`src/rtl/gain_restore_pkg.sv`:
```
// Shared types and constants for the gain_restore block: FSM states, unity gain,
// default gain format and the signed saturation limits.
package gain_restore_pkg;

    typedef enum logic [1:0] {
        ST_IDLE = 2'd0,
        ST_DIV  = 2'd1,
        ST_OUT  = 2'd2
    } state_t;

    localparam logic [15:0] UNITY_GAIN    = 16'h0800;
    localparam int          GAIN_FRAC_DEF = 11;
    localparam int          DATA_W_DEF    = 8;

    // Largest positive magnitude representable in a signed w-bit sample.
    function automatic int sat_pos_mag(input int w);
        return (1 << (w - 1)) - 1;
    endfunction

    // Largest negative magnitude representable in a signed w-bit sample.
    function automatic int sat_neg_mag(input int w);
        return 1 << (w - 1);
    endfunction

endpackage

```
`src/rtl/gain_restore_udiv.sv`:
```
// Serial restoring unsigned divider: loads operands on start, then produces one
// quotient bit per cycle for N_W cycles; done flags the final quotient for one cycle.
module serial_udiv #(
    parameter int N_W = 19,
    parameter int D_W = 16
) (
    input  logic           clk,
    input  logic           rst,
    input  logic           start,
    input  logic [N_W-1:0] dividend,
    input  logic [D_W-1:0] divisor,
    output logic           busy,
    output logic           done,
    output logic [N_W-1:0] quotient
);

    localparam int CNT_W = $clog2(N_W + 1);

    logic [N_W-1:0]   quo;
    logic [D_W-1:0]   rem;
    logic [D_W-1:0]   dvs;
    logic [CNT_W-1:0] cnt;
    logic [D_W:0]     trial;
    logic             take;

    // The partial remainder is always below the divisor, so the subtraction
    // can be done modulo 2^D_W once the compare says it fits.
    assign trial = {rem, quo[N_W-1]};
    assign take  = trial >= {1'b0, dvs};

    always_ff @(posedge clk or posedge rst) begin
        if (rst) begin
            quo  <= '0;
            rem  <= '0;
            dvs  <= '0;
            cnt  <= '0;
            busy <= 1'b0;
        end else if (start) begin
            quo  <= dividend;
            rem  <= '0;
            dvs  <= divisor;
            cnt  <= '0;
            busy <= 1'b1;
        end else if (busy) begin
            if (cnt == CNT_W'(N_W)) begin
                busy <= 1'b0;
            end else begin
                rem <= take ? (trial[D_W-1:0] - dvs) : trial[D_W-1:0];
                quo <= {quo[N_W-2:0], take};
                cnt <= cnt + 1'b1;
            end
        end
    end

    assign done     = busy && (cnt == CNT_W'(N_W));
    assign quotient = quo;

endmodule

```
`src/rtl/gain_restore.sv`:
```
// Restores a gain-normalised sample: out = sign(x) * |x| / gain (Q5.11), saturated.
// Optional macro GAIN_RESTORE_ROUND_EN rounds half-away-from-zero instead of truncating.
module gain_restore
    import gain_restore_pkg::*;
#(
    parameter int DATA_W    = DATA_W_DEF,
    parameter int GAIN_FRAC = GAIN_FRAC_DEF
) (
    input  logic                     clk,
    input  logic                     reset_x,
    input  logic signed [DATA_W-1:0] in_sample,
    input  logic                     in_valid,
    output logic                     in_ready,
    input  logic [15:0]              gain_in,
    input  logic                     gain_valid,
    output logic signed [DATA_W-1:0] out_sample,
    output logic                     out_valid,
    input  logic                     out_ready,
    output logic                     ovf
);

`ifdef GAIN_RESTORE_ROUND_EN
    localparam int XTRA = 1;
`else
    localparam int XTRA = 0;
`endif
    localparam int Q_W = DATA_W + GAIN_FRAC + XTRA;
    localparam int SH  = GAIN_FRAC + XTRA;

    localparam logic [Q_W-1:0]           POS_LIM = Q_W'(sat_pos_mag(DATA_W));
    localparam logic [Q_W-1:0]           NEG_LIM = Q_W'(sat_neg_mag(DATA_W));
    localparam logic signed [DATA_W-1:0] OUT_MAX = {1'b0, {(DATA_W-1){1'b1}}};
    localparam logic signed [DATA_W-1:0] OUT_MIN = {1'b1, {(DATA_W-1){1'b0}}};

    state_t                   state, state_nx;
    logic [15:0]              gain_q;
    logic [15:0]              divisor_sel;
    logic                     neg_p0, zero_p0;
    logic [DATA_W-1:0]        abs_mag;
    logic [Q_W-1:0]           dividend, quotient, mag;
    logic                     start, div_busy, div_done;
    logic [DATA_W:0]          sat_res;

    // Returns {ovf, sample}; a negative result may reach one count further than a positive one.
    function automatic logic [DATA_W:0] saturate(input logic neg, input logic [Q_W-1:0] m);
        logic [DATA_W-1:0] low;
        low = m[DATA_W-1:0];
        if (neg)
            return (m > NEG_LIM) ? {1'b1, OUT_MIN} : {1'b0, DATA_W'(-low)};
        else
            return (m > POS_LIM) ? {1'b1, OUT_MAX} : {1'b0, low};
    endfunction

    // |x| fits in DATA_W unsigned bits, including the most negative input.
    assign abs_mag     = in_sample[DATA_W-1] ? DATA_W'(-in_sample) : DATA_W'(in_sample);
    assign dividend    = {abs_mag, {SH{1'b0}}};
    assign divisor_sel = gain_valid ? gain_in : gain_q;

`ifdef GAIN_RESTORE_ROUND_EN
    assign mag = {1'b0, quotient[Q_W-1:1]} + Q_W'(quotient[0]);
`else
    assign mag = quotient;
`endif

    always_comb begin
        sat_res = saturate(neg_p0, mag);
        if (zero_p0)
            sat_res = {1'b1, (neg_p0 ? OUT_MIN : OUT_MAX)};
    end

    always_comb begin
        state_nx  = state;
        in_ready  = 1'b0;
        out_valid = 1'b0;
        start     = 1'b0;
        case (state)
            ST_IDLE: begin
                in_ready = !div_busy;
                start    = in_valid && !div_busy;
                if (start) state_nx = ST_DIV;
            end
            ST_DIV: begin
                if (div_done) state_nx = ST_OUT;
            end
            ST_OUT: begin
                out_valid = 1'b1;
                if (out_ready) state_nx = ST_IDLE;
            end
            default: state_nx = ST_IDLE;
        endcase
    end

    always_ff @(posedge clk or posedge reset_x) begin
        if (reset_x) begin
            state      <= ST_IDLE;
            gain_q     <= UNITY_GAIN;
            neg_p0     <= 1'b0;
            zero_p0    <= 1'b0;
            out_sample <= '0;
            ovf        <= 1'b0;
        end else begin
            state <= state_nx;
            if (gain_valid) gain_q <= gain_in;
            // Acceptance: sign and zero-gain flag travel with the sample into the divider
            if (start) begin
                neg_p0  <= in_sample[DATA_W-1];
                zero_p0 <= (divisor_sel == 16'd0);
            end
            // Division complete: register the saturated result for the OUT state
            if (state == ST_DIV && div_done)
                {ovf, out_sample} <= sat_res;
        end
    end

    serial_udiv #(
        .N_W (Q_W),
        .D_W (16)
    ) u_div (
        .clk      (clk),
        .rst      (reset_x),
        .start    (start),
        .dividend (dividend),
        .divisor  (divisor_sel),
        .busy     (div_busy),
        .done     (div_done),
        .quotient (quotient)
    );

endmodule

```
`config.mk`:
```
export PLATFORM = sky130hd
export DESIGN_NAME = gain_restore
export DESIGN_NICKNAME = d
export VERILOG_FILES = /design/src/rtl/gain_restore_pkg.sv /design/src/rtl/gain_restore_udiv.sv /design/src/rtl/gain_restore.sv
export SDC_FILE = /design/constraint.sdc
export NUM_CORES = 1
export LEC_CHECK = 0
export ABC_AREA = 0
export CAP_MARGIN = 0
export CORE_ASPECT_RATIO = 2
export CORE_UTILIZATION = 59
export CTS_BUF_LIST = sky130_fd_sc_hd__clkbuf_16
export CTS_CLUSTER_SIZE = 10
export DETAILED_ROUTE_END_ITERATION = 8
export PLACE_DENSITY_LB_ADDON = 0.08
export REMOVE_ABC_BUFFERS = 1
export SYNTH_ARGS = -nofsm -noshare
export SYNTH_HDL_FRONTEND = slang
export SYNTH_HIERARCHICAL = 1
export SYNTH_SLANG_ARGS = --single-unit
export TNS_END_PERCENT = 1
```
`constraint.sdc`:
```
create_clock -name clk -period 3.3 [get_ports clk]
set_clock_uncertainty 0.15 [all_clocks]
set_input_delay 0.33 -clock clk [delete_from_list [all_inputs] [get_ports clk]]
set_output_delay 0.33 -clock clk [all_outputs]
set_load 0.01 [all_outputs]
```
# After elaboration in Yosys (flattened, before gate mapping)
# Cells that the tools add are included.
[classes] addsub=4 reduce_logical=9 eq_ne=7 n_mux=27 order_cmp=3
[ops] cell="2-to-1 mux 16 bit" count=5
[ops] cell="2-to-1 mux 19 bit" count=3
[ops] cell="2-to-1 mux 9 bit" count=4
[ops] cell="> comparator 19 x 7 -> 1 bit (second input constant)" count=1
[ops] cell="> comparator 19 x 8 -> 1 bit (second input constant)" count=1
[ops] cell="greater-or-equal comparator 17 x 16 -> 1 bit" count=1
[ops] cell="zero test 16 bit" count=1
[ops] cell="2-to-1 mux 8 bit" count=2
[ops] cell="negation 8 bit" count=2
[ops] cell="subtractor 16 bit" count=1
[ops] cell="2-to-1 mux 5 bit" count=3
[ops] cell="!= test 2 bit (second input constant)" count=4
[ops] cell="2-to-1 mux 1 bit" count=6
[ops] cell="2-to-1 mux 2 bit" count=3
[ops] cell="one-hot mux 2 bit (3 select lines)" count=1
[ops] cell="adder 5 x 1 -> 5 bit (second input constant)" count=1
[ops] cell="== test 5 bit (second input constant)" count=1
[ops] cell="logical AND 1 bit" count=3
[ops] cell="AND reduction 3 bit" count=1
[ops] cell="== test 2 x 1 -> 1 bit (second input constant)" count=1
[ops] cell="== test 2 bit (second input constant)" count=1
[ops] cell="zero test 2 bit" count=1
[ops] cell="AND reduction 2 bit" count=1
[ops] cell="nonzero test 2 bit" count=1
[ops] cell="zero test 1 bit" count=1
[word_totals] in_bits=29 output_inout_bits=11 elab_cells=61 reg_bits=86

# Depth between registers and ports, before layout
# Gate-level depths: netlist of the first run.
[logic_depth] word_depth=5 ltp_mapped=11 mapped_depth_nobuf=10

# By module
# Netlist of the first run, hierarchy kept.
[modules_own_cells] module="serial_udiv" area_per_inst_um2=3393.3 seq_area_each_um2=1426.4 instances=1 cells_each=375
[modules_own_cells] module="gain_restore" area_per_inst_um2=1681.6 seq_area_each_um2=726.9 instances=1 cells_each=166

# Worst setup path after synthesis of the first run
# OpenSTA, ideal clock, no wires.
[synth_path] kind="register -> register" start="reg u_div.rem[3]" end="reg u_div.rem[9]" path_buffers=2 arrival_time_ns=2.323 path_stages_with_launch=11 synth_period_minus_slack_ns=2.567 setup_time_ns=0.094 path_slack_ns=0.733 t_required_ns=3.056 cell_sequence="dfrtp_1 -> ha_1 -> buf_2 -> a21o_1 -> a31oi_1 -> a211oi_1 -> or2_1 -> a211o_1 -> buf_6 -> mux2i_1 -> a211oi_1"
[synth_between] elab_chain_cells=5 word_cells_on_any_way=6 cone_classes="add/sub (1); order compare (1); mux (4)"
[synth_lines] element="from (decl)" line_no="gain_restore_udiv.sv:20" text="logic [D_W-1:0] rem;"
[synth_lines] element="from (signal assigned)" line_no="gain_restore_udiv.sv:48" text="rem <= take ? (trial[D_W-1:0] - dvs) : trial[D_W-1:0];"
[synth_lines] element="subtractor 16 bit / greater-or-equal comparator 17 x 16 -> 1 bit (equally long branches)" line_no="gain_restore_udiv.sv:48, gain_restore_udiv.sv:29"
[synth_lines] element="2-to-1 mux 16 bit (*)" line_no="gain_restore_udiv.sv:48"
[synth_lines] element="2-to-1 mux 16 bit (*)" line_no="gain_restore_udiv.sv:45" text="if (cnt == CNT_W'(N_W)) begin"
[synth_lines] element="2-to-1 mux 16 bit (*)" line_no="gain_restore_udiv.sv:44" text="end else if (busy) begin"
[synth_lines] element="2-to-1 mux 16 bit (*)" line_no="gain_restore_udiv.sv:38" text="end else if (start) begin"
# Every way passes the cells marked *; elsewhere a longest branch is shown, timed or not. The select of a mux whose other input is x is not followed.
# A chain may end at the register's enable or synchronous reset.

# Final worst setup path of the first run
[layout_path] start="reg u_div.dvs[1]" end="reg u_div.rem[3]"
[layout_between] elab_chain_cells=5 word_cells_on_any_way=6 cone_classes="add/sub (1); order compare (1); mux (4)"
[layout_lines] element="from (decl)" line_no="gain_restore_udiv.sv:21" text="logic [D_W-1:0] dvs;"
[layout_lines] element="from (signal assigned)" line_no="gain_restore_udiv.sv:41" text="dvs <= divisor;"
[layout_lines] element="subtractor 16 bit / greater-or-equal comparator 17 x 16 -> 1 bit (equally long branches)" line_no="gain_restore_udiv.sv:48, gain_restore_udiv.sv:29"
[layout_lines] element="2-to-1 mux 16 bit (*)" line_no="gain_restore_udiv.sv:48"
[layout_lines] element="2-to-1 mux 16 bit (*)" line_no="gain_restore_udiv.sv:45"
[layout_lines] element="2-to-1 mux 16 bit (*)" line_no="gain_restore_udiv.sv:44"
[layout_lines] element="2-to-1 mux 16 bit (*)" line_no="gain_restore_udiv.sv:38"
# Marks and branches as above.

==> results by group, run 1 <==
Cells and area
  • Fin nets: 633
  • Post-route cell area: 5880 µm²
  • ANT cells: 0
  • # fillers: 655
  • Cell Count, Final, Fillers Out: 686
  • Layout cells sized above 1: 10.2%
  • Synthesis-to-finish area growth: 15.8%

Clock tree
  • Num Clock Sinks: 86
  • H-tree levels: 3
  • Clk_lat worst skew: 0.34 ns
  • Clk root buf: clkbuf_16
  • CTS Buffer Depth: 2
  • Resize count post-CTS: 0
  • Total CTS buffers: 9
  • Post-CTS Setup Bufs: 0
  • Clk slew on worst S/H paths: 0.07 ns
  • Hold buffer count at cts: 0
  • CTS tree: built

Drt
  • Final wirelength: 11700 µm
  • Via Count: 4149
  • DR WL/cell: 17.1 µm
  • Initial DRC count: 237
  • Vias/cell: 6.05
  • Antenna violation net count after detailed routing: 0
  • Drt pass-1 iters: 4
  • Drc violations: 0

Yosys
  • Mean Syn Cell Area: 9.38 µm²
  • Ys Warns: 6
  • Post-Syn Area: 5070 µm²
  • Sequential share of the synthesized area: 42.4%
  • Synthesis-stage register bit count: 86
  • Commonest cells in the netlist: 85 x dfrtp_1, 62 x nand2_1, 57 x o21ai_0
  • Distinct cells, synth: 73
  • Number of synthesized flops with an enable pin: 0
  • Share of the synthesized area in the top cell type: 41.9%
  • Count leader, synth: dfrtp_1
  • Synth top area cells: dfrtp_1 42%, o21ai_0 5.6%, ha_1 4.9%
  • Post-Synthesis Cells: 541
  • Leading area contributor after synthesis: dfrtp_1
  • Top_reg_cell synth: dfrtp_1
  • Async SR Flop Fraction: 100%

Pwr
  • Pwr dens: 1140 nW/µm²
  • Total power: 6690 µW
  • Peak supply drop: 0.910 mV
  • Leakage: 0.00261 µW

Worst setup path
  • Worst reg-to-reg path cell count: 9
  • Crit Path Max Fanout: 11
  • Max incr delay on CP: 0.50 ns
  • Buffer and inverter count on the worst path: 1
  • Critical path depth: 9
  • WP data required: 3.36 ns
  • Critical path's slowest cell: a211o_1
  • R2r endpoint: u_div/rem[3]
  • Critical path class: reg2reg
  • FF-to-FF setup slack: 0.30 ns
  • Critical Path Sink Type: flip-flop
  • CP cell instances: inv_1 -> ha_1 -> nor2b_1 -> o2111ai_1 -> a211oi_1 -> or2_1 -> a211o_1 -> mux2i_1 -> a21oi_1
  • R2r startpoint: u_div/dvs[1]
  • Critical Path Source Type: flip-flop
  • Critical Path AT: 3.06 ns
  • Top cell family by delay on the critical path: compound AO/OA/AOI/OAI gates

Floorplanning
  • DIE WIDTH: 67.6 µm
  • Initial Util: 61.2%
  • Core footprint: 8290 µm²
  • Die area: 9000 µm²
  • # rows: 47
  • I/O pins: 40
  • Die height: 133 µm

Job
  • Maxcap violations: 0

Global route
  • Initial antenna violation count: 0
  • Number of global-route vias before repair: 4191
  • GR Util All Layers: 28.7%
  • First-pass GRT wire length: 19500 µm
  • Maximum number of pins on one net before global-route repair: 79
  • Gr ovfl total: 0

Hold path
  • Worst hold path class: in2async

Status
  • Status: finished, final reports clean

Placed design
  • Global placement routability congestion: 0.823
  • Placed Area: 5590 µm²
  • PortBufs: 39
  • Post-DP HPWL: 8610 µm
  • Placed insts: 670

Timing
  • Fin crit share: 90.9%
  • Final Max Tran Viols: 0
  • Setup violations, final: 0
  • Hold Fails Final Rpt: 0
  • Max Clk Rate: 333 MHz
  • RSZ-0062 raised after global routing: false
  • Worst slew pin tran: 0.741 ns
  • Tmin final: 3.00 ns
  • Slew headroom: 50.6%
stage by stage:
step,worst slack (ns),setup TNS (ns),util [%],hold WS [ns]
6_report,0.299,0,70.9,0.243
5_1_grt,0.175,0,70.9,0.309
4_1_cts,0.366,0,70.9,0.256
3_5_place_dp,0.393,0,67.5,0.320
3_3_place_gp,0.530,0,67.5,0.318
2_1_floorplan,-5.53,-226.29,-,0.257
state kept, by name, summed over array words and instances, names as in the netlist:
name and count:
u_div/rem 16, gain_q 16, out_sample 8, u_div/cnt 5, u_div/dvs 16, state 2, neg_p0 1, zero_p0 1
u_div/quotient 19, u_div/busy 1, ovf 1
area by class of cell:
cell class / count / area, µm² / share of cell area, %
Clock buffer: 9 / 225 / 3.83
Clock inverter: 7 / 60.1 / 1.02
Inverter: 35 / 131 / 2.23
Multi-Input combinational cell: 406 / 2740 / 46.6
Sequential cell: 86 / 2150 / 36.6
Tap cell: 98 / 123 / 2.09
Timing Repair Buffer: 45 / 448 / 7.62
power breakdown:
group / internal [µW] / leakage (µW) / switching, µW / total, µW
clock: 519 / 0.000130 / 442 / 961
sequential: 1530 / 0.00103 / 403 / 1930
combinational: 1690 / 0.00144 / 2110 / 3800
total: 3740 / 0.00261 / 2950 / 6690
worst reg2reg max path: cells and delay by family, from the launching register on:
| family | cells | cell delay [ns] |
|---|---|---|
| AOI/OAI and AO/OA | 4 | 1.27 |
| muxes | 1 | 0.29 |
| and+or+nand+nor | 2 | 0.41 |
| DFF | 1 | 0.37 |
| buffers and inverters | 1 | 0.08 |
| adders and majority gates | 1 | 0.29 |
metal layers:
layer	track usage, %	routed length, µm	up-vias
met3	4.37	332	29
li1	-	-	2019
met5	0	0	-
met1	32.8	4530	2002
met2	50.0	6440	99
met4	13.6	399	0
cells by family (layout without fill, tap and decap cells):
logic type,count (synthesis),in the layout,share of synthesized area [%]
xor+xnor,18,18,3.11
simple gates,167,167,16.5
fa+ha+maj,21,21,5.33
flops,86,86,42.4
buf+inv,59,96,4.78
compound gates,147,147,19.1
other cells,1,11,0.0739
mux,42,42,8.70
placed cells by master, fill, tap and decap left out, types with 3 or more instances in the layout:
cell type        netlist  final
dfrtp_1               85     85
nand2_1               62     62
o21ai_0               57     57
nor2_1                40     40
clkdlybuf4s50_1        0     39
inv_1                 33     32
mux2i_1               25     25
a21oi_1               22     22
ha_1                  20     20
mux2_2                17     17
a31oi_1               15     14
xnor2_1               13     13
conb_1                 1     11
clkbuf_16              0      9
nand3_1                8      8
a21o_1                 8      8
nand4_1                7      7
nor3_1                 7      7
nor2b_1                7      7
o31ai_1                6      6
nand2b_1               5      5
nor4_1                 5      5
xor2_1                 5      5
buf_4                  1      5
a211oi_1               5      5
or4_1                  4      4
clkinvlp_4             0      3
clkinv_4               0      3
o21a_1                 3      3
worst max-delay path by stage:
stage / endpoint / startpoint / slack [ns]
finish: u_div/rem[3] / u_div/dvs[1] / 0.30
global placement: u_div/rem[9] / u_div/rem[3] / 0.53
CTS: u_div/rem[3] / u_div/dvs[1] / 0.37
detailed placement: u_div/rem[3] / u_div/dvs[1] / 0.39
global route: u_div/rem[9] / u_div/dvs[1] / 0.17
floorplan: u_div/rem[13] / state[1] / -5.53
(Power assumes the default switching activity.)
==> run 2, diff against run 1 <==
- CORE_UTILIZATION: 59 -> 53
- clock period: 3.3 -> 2.6 ns (I/O delays scaled with it)
==> run 2 against run 1 <==
Net effect:
- the flow now finishes with violations (DRC, setup timing)
- routed wire length up 7.7%
- utilization down 1.5 points
- fmax up 15%
- clock power up 49%
- via count up 4.0%
- critical path depth down 2
- non-clock buffer count up 38
- global-route usage down 2.8 points
- sequential share of layout area down 3.3 points
- final cell count up 6.4%
- largest cell class unchanged
==> results by group, run 2 (synthesis results as in run 1) <==
Cells and area
  • # fillers: 733
  • ANT cells: 0
  • Largest register FFs: 19
  • Highest-count cells in the layout ignoring fill and taps: 85 x dfrtp_1, 62 x nand2_1, 56 x o21ai_0
  • Fin nets: 671
  • Layout Utilization: 69.4%
  • Commonest non-fill, non-tap cell in the layout: dfrtp_1
  • Synthesis-to-finish area growth: 27.4%
  • Layout cells sized above 1: 19.0%

Global route
  • Number of global-route vias before repair: 4254
  • GR Util All Layers: 25.9%
  • Gr ovfl total: 0
  • First-pass GRT wire length: 20300 µm
  • Maximum number of pins on one net before global-route repair: 79
  • Initial antenna violation count: 0

Timing
  • Tmin final: 2.61 ns
  • Final setup margin: -0.00762 ns
  • Final Max Tran Viols: 0
  • RSZ-0062 raised after global routing: true
  • Max Clk Rate: 383 MHz
  • Fin crit share: 100%
  • WHS: 0.156 ns
  • Hold Fails Final Rpt: 0
  • Setup violations, final: 1

Clock tree
  • Clk_lat worst skew: 0.34 ns
  • CTS Buffer Depth: 2
  • Clk root buf: clkbuf_16
  • CTS tree: built
  • Num Clock Sinks: 86
  • Clk slew on worst S/H paths: 0.06 ns
  • H-tree levels: 3
  • Hold buffer count at cts: 0
  • Total CTS buffers: 9

Worst setup path
  • Critical Path AT: 2.72 ns
  • Critical Path Source Type: flip-flop
  • Critical path's slowest cell: or4_4
  • Critical Path Sink Type: flip-flop
  • Max incr delay on CP: 0.57 ns
  • WP data required: 2.71 ns
  • CP cell instances: ha_4 -> nand4_1 -> or4_4 -> o22ai_4 -> a211oi_4 -> or4_1 -> a31oi_1
  • Crit Path Max Fanout: 4
  • Critical path class: reg2reg

Drt
  • DR WL/cell: 17.3 µm
  • Drc violations: 4
  • Vias/cell: 5.91
  • WL met2: 7040 µm
  • Top layer used by detailed routing: met4
  • Initial DRC count: 271
  • WL met1: 4870 µm
  • Drt pass-1 iters: 7
  • Antenna violation net count after detailed routing: 0
  • Via Count: 4313
  • Final wirelength: 12600 µm
  • Met3 WL: 315 µm

Floorplanning
  • # rows: 50
  • Die height: 140 µm
  • DIE WIDTH: 71.2 µm
  • Die area: 9990 µm²
  • I/O pins: 40
  • Core footprint: 9320 µm²
  • Initial Util: 54.4%

Status
  • Status: complete, but fails checks
  • Failing checks: DRC, setup timing

Pwr
  • Leakage: 0.00286 µW
  • Peak supply drop: 1.35 mV
  • Pwr dens: 1560 nW/µm²

Job
  • Maxcap violations: 0

Placed design
  • PortBufs: 39
  • Pre-CTS setup slack: -0.0622 ns
  • Global placement routability congestion: 0.912
  • Post-DP HPWL: 8810 µm

Hold path
  • Worst hold path class: in2async
==> run 2: per-stage QoR <==
stage,cell area (µm²),cells,power [µW],setup TNS (ns)
global placement,5840,705,7610,-0.0331
finish,6470,730,10100,-0.00762
CTS,6250,722,9410,-0.000705
floorplan,5000,527,6020,-267.59
global route,6470,730,10800,-0.305
detailed placement,5840,705,7740,-0.177
==> run 2: where the power goes <==
part	leakage (µW)	total [µW]	switching [µW]	internal, µW
clock	0.000169	1430	508	927
combinational	0.00166	6180	3160	3020
sequential	0.00103	2460	520	1940
total	0.00286	10100	4190	5890
==> run 2: layout make-up <==
class	count	area, µm²	share of cell area, %
inverters	35	131	2.03
clock inverters	7	106	1.64
well taps	104	130	2.01
flip-flops and latches	86	2150	33.3
multi-input cells	406	2950	45.6
clock buffers	9	225	3.48
repair buffers	83	769	11.9
==> run 2: worst paths after layout <==
check	startpoint	end	slack (ns)	cells after the start
setup / recovery	u_div/rem[1]	u_div/rem[7]	-0.008	7
hold / removal	reset_x	u_div/busy	0.16	3
setup reg to reg	u_div/rem[1]	u_div/rem[7]	-0.008	7
hold reg to reg	out_sample[6]	out_sample[6]	0.33	2
max in group asynchronous	reset_x	gain_q[11]	1.79	3
min in group clk	out_sample[6]	out_sample[6]	0.33	2
==> run 2: timing repair <==
item,4_1_cts,5_1_grt
gates resized for setup,10,25
pin swaps,1,15
buffers inserted,1,8
setup endpoints to repair,11,16
==> run 2: layer usage <==
metal | vias up | GRT usage [%]
met4 | 0 | 12.2
met3 | 28 | 3.24
li1 | 2093 | -
met2 | 92 | 47.5
met1 | 2100 | 28.9
met5 | - | 0
==> run 2: critical path: cells and delay by family (launching register included) <==
family / cells / cell delay (ns)
AO/OA/AOI/OAI: 3 / 0.46
adder cells (fa/ha/maj): 1 / 0.30
flip-flops: 1 / 0.42
AND/OR/NAND/NOR: 3 / 1.20
==> run 3, diff against run 2 <==
- ABC_AREA: 0 -> unset
==> results of run 3 <==
Final layout, timing and power as in run 2 (identical DEF).
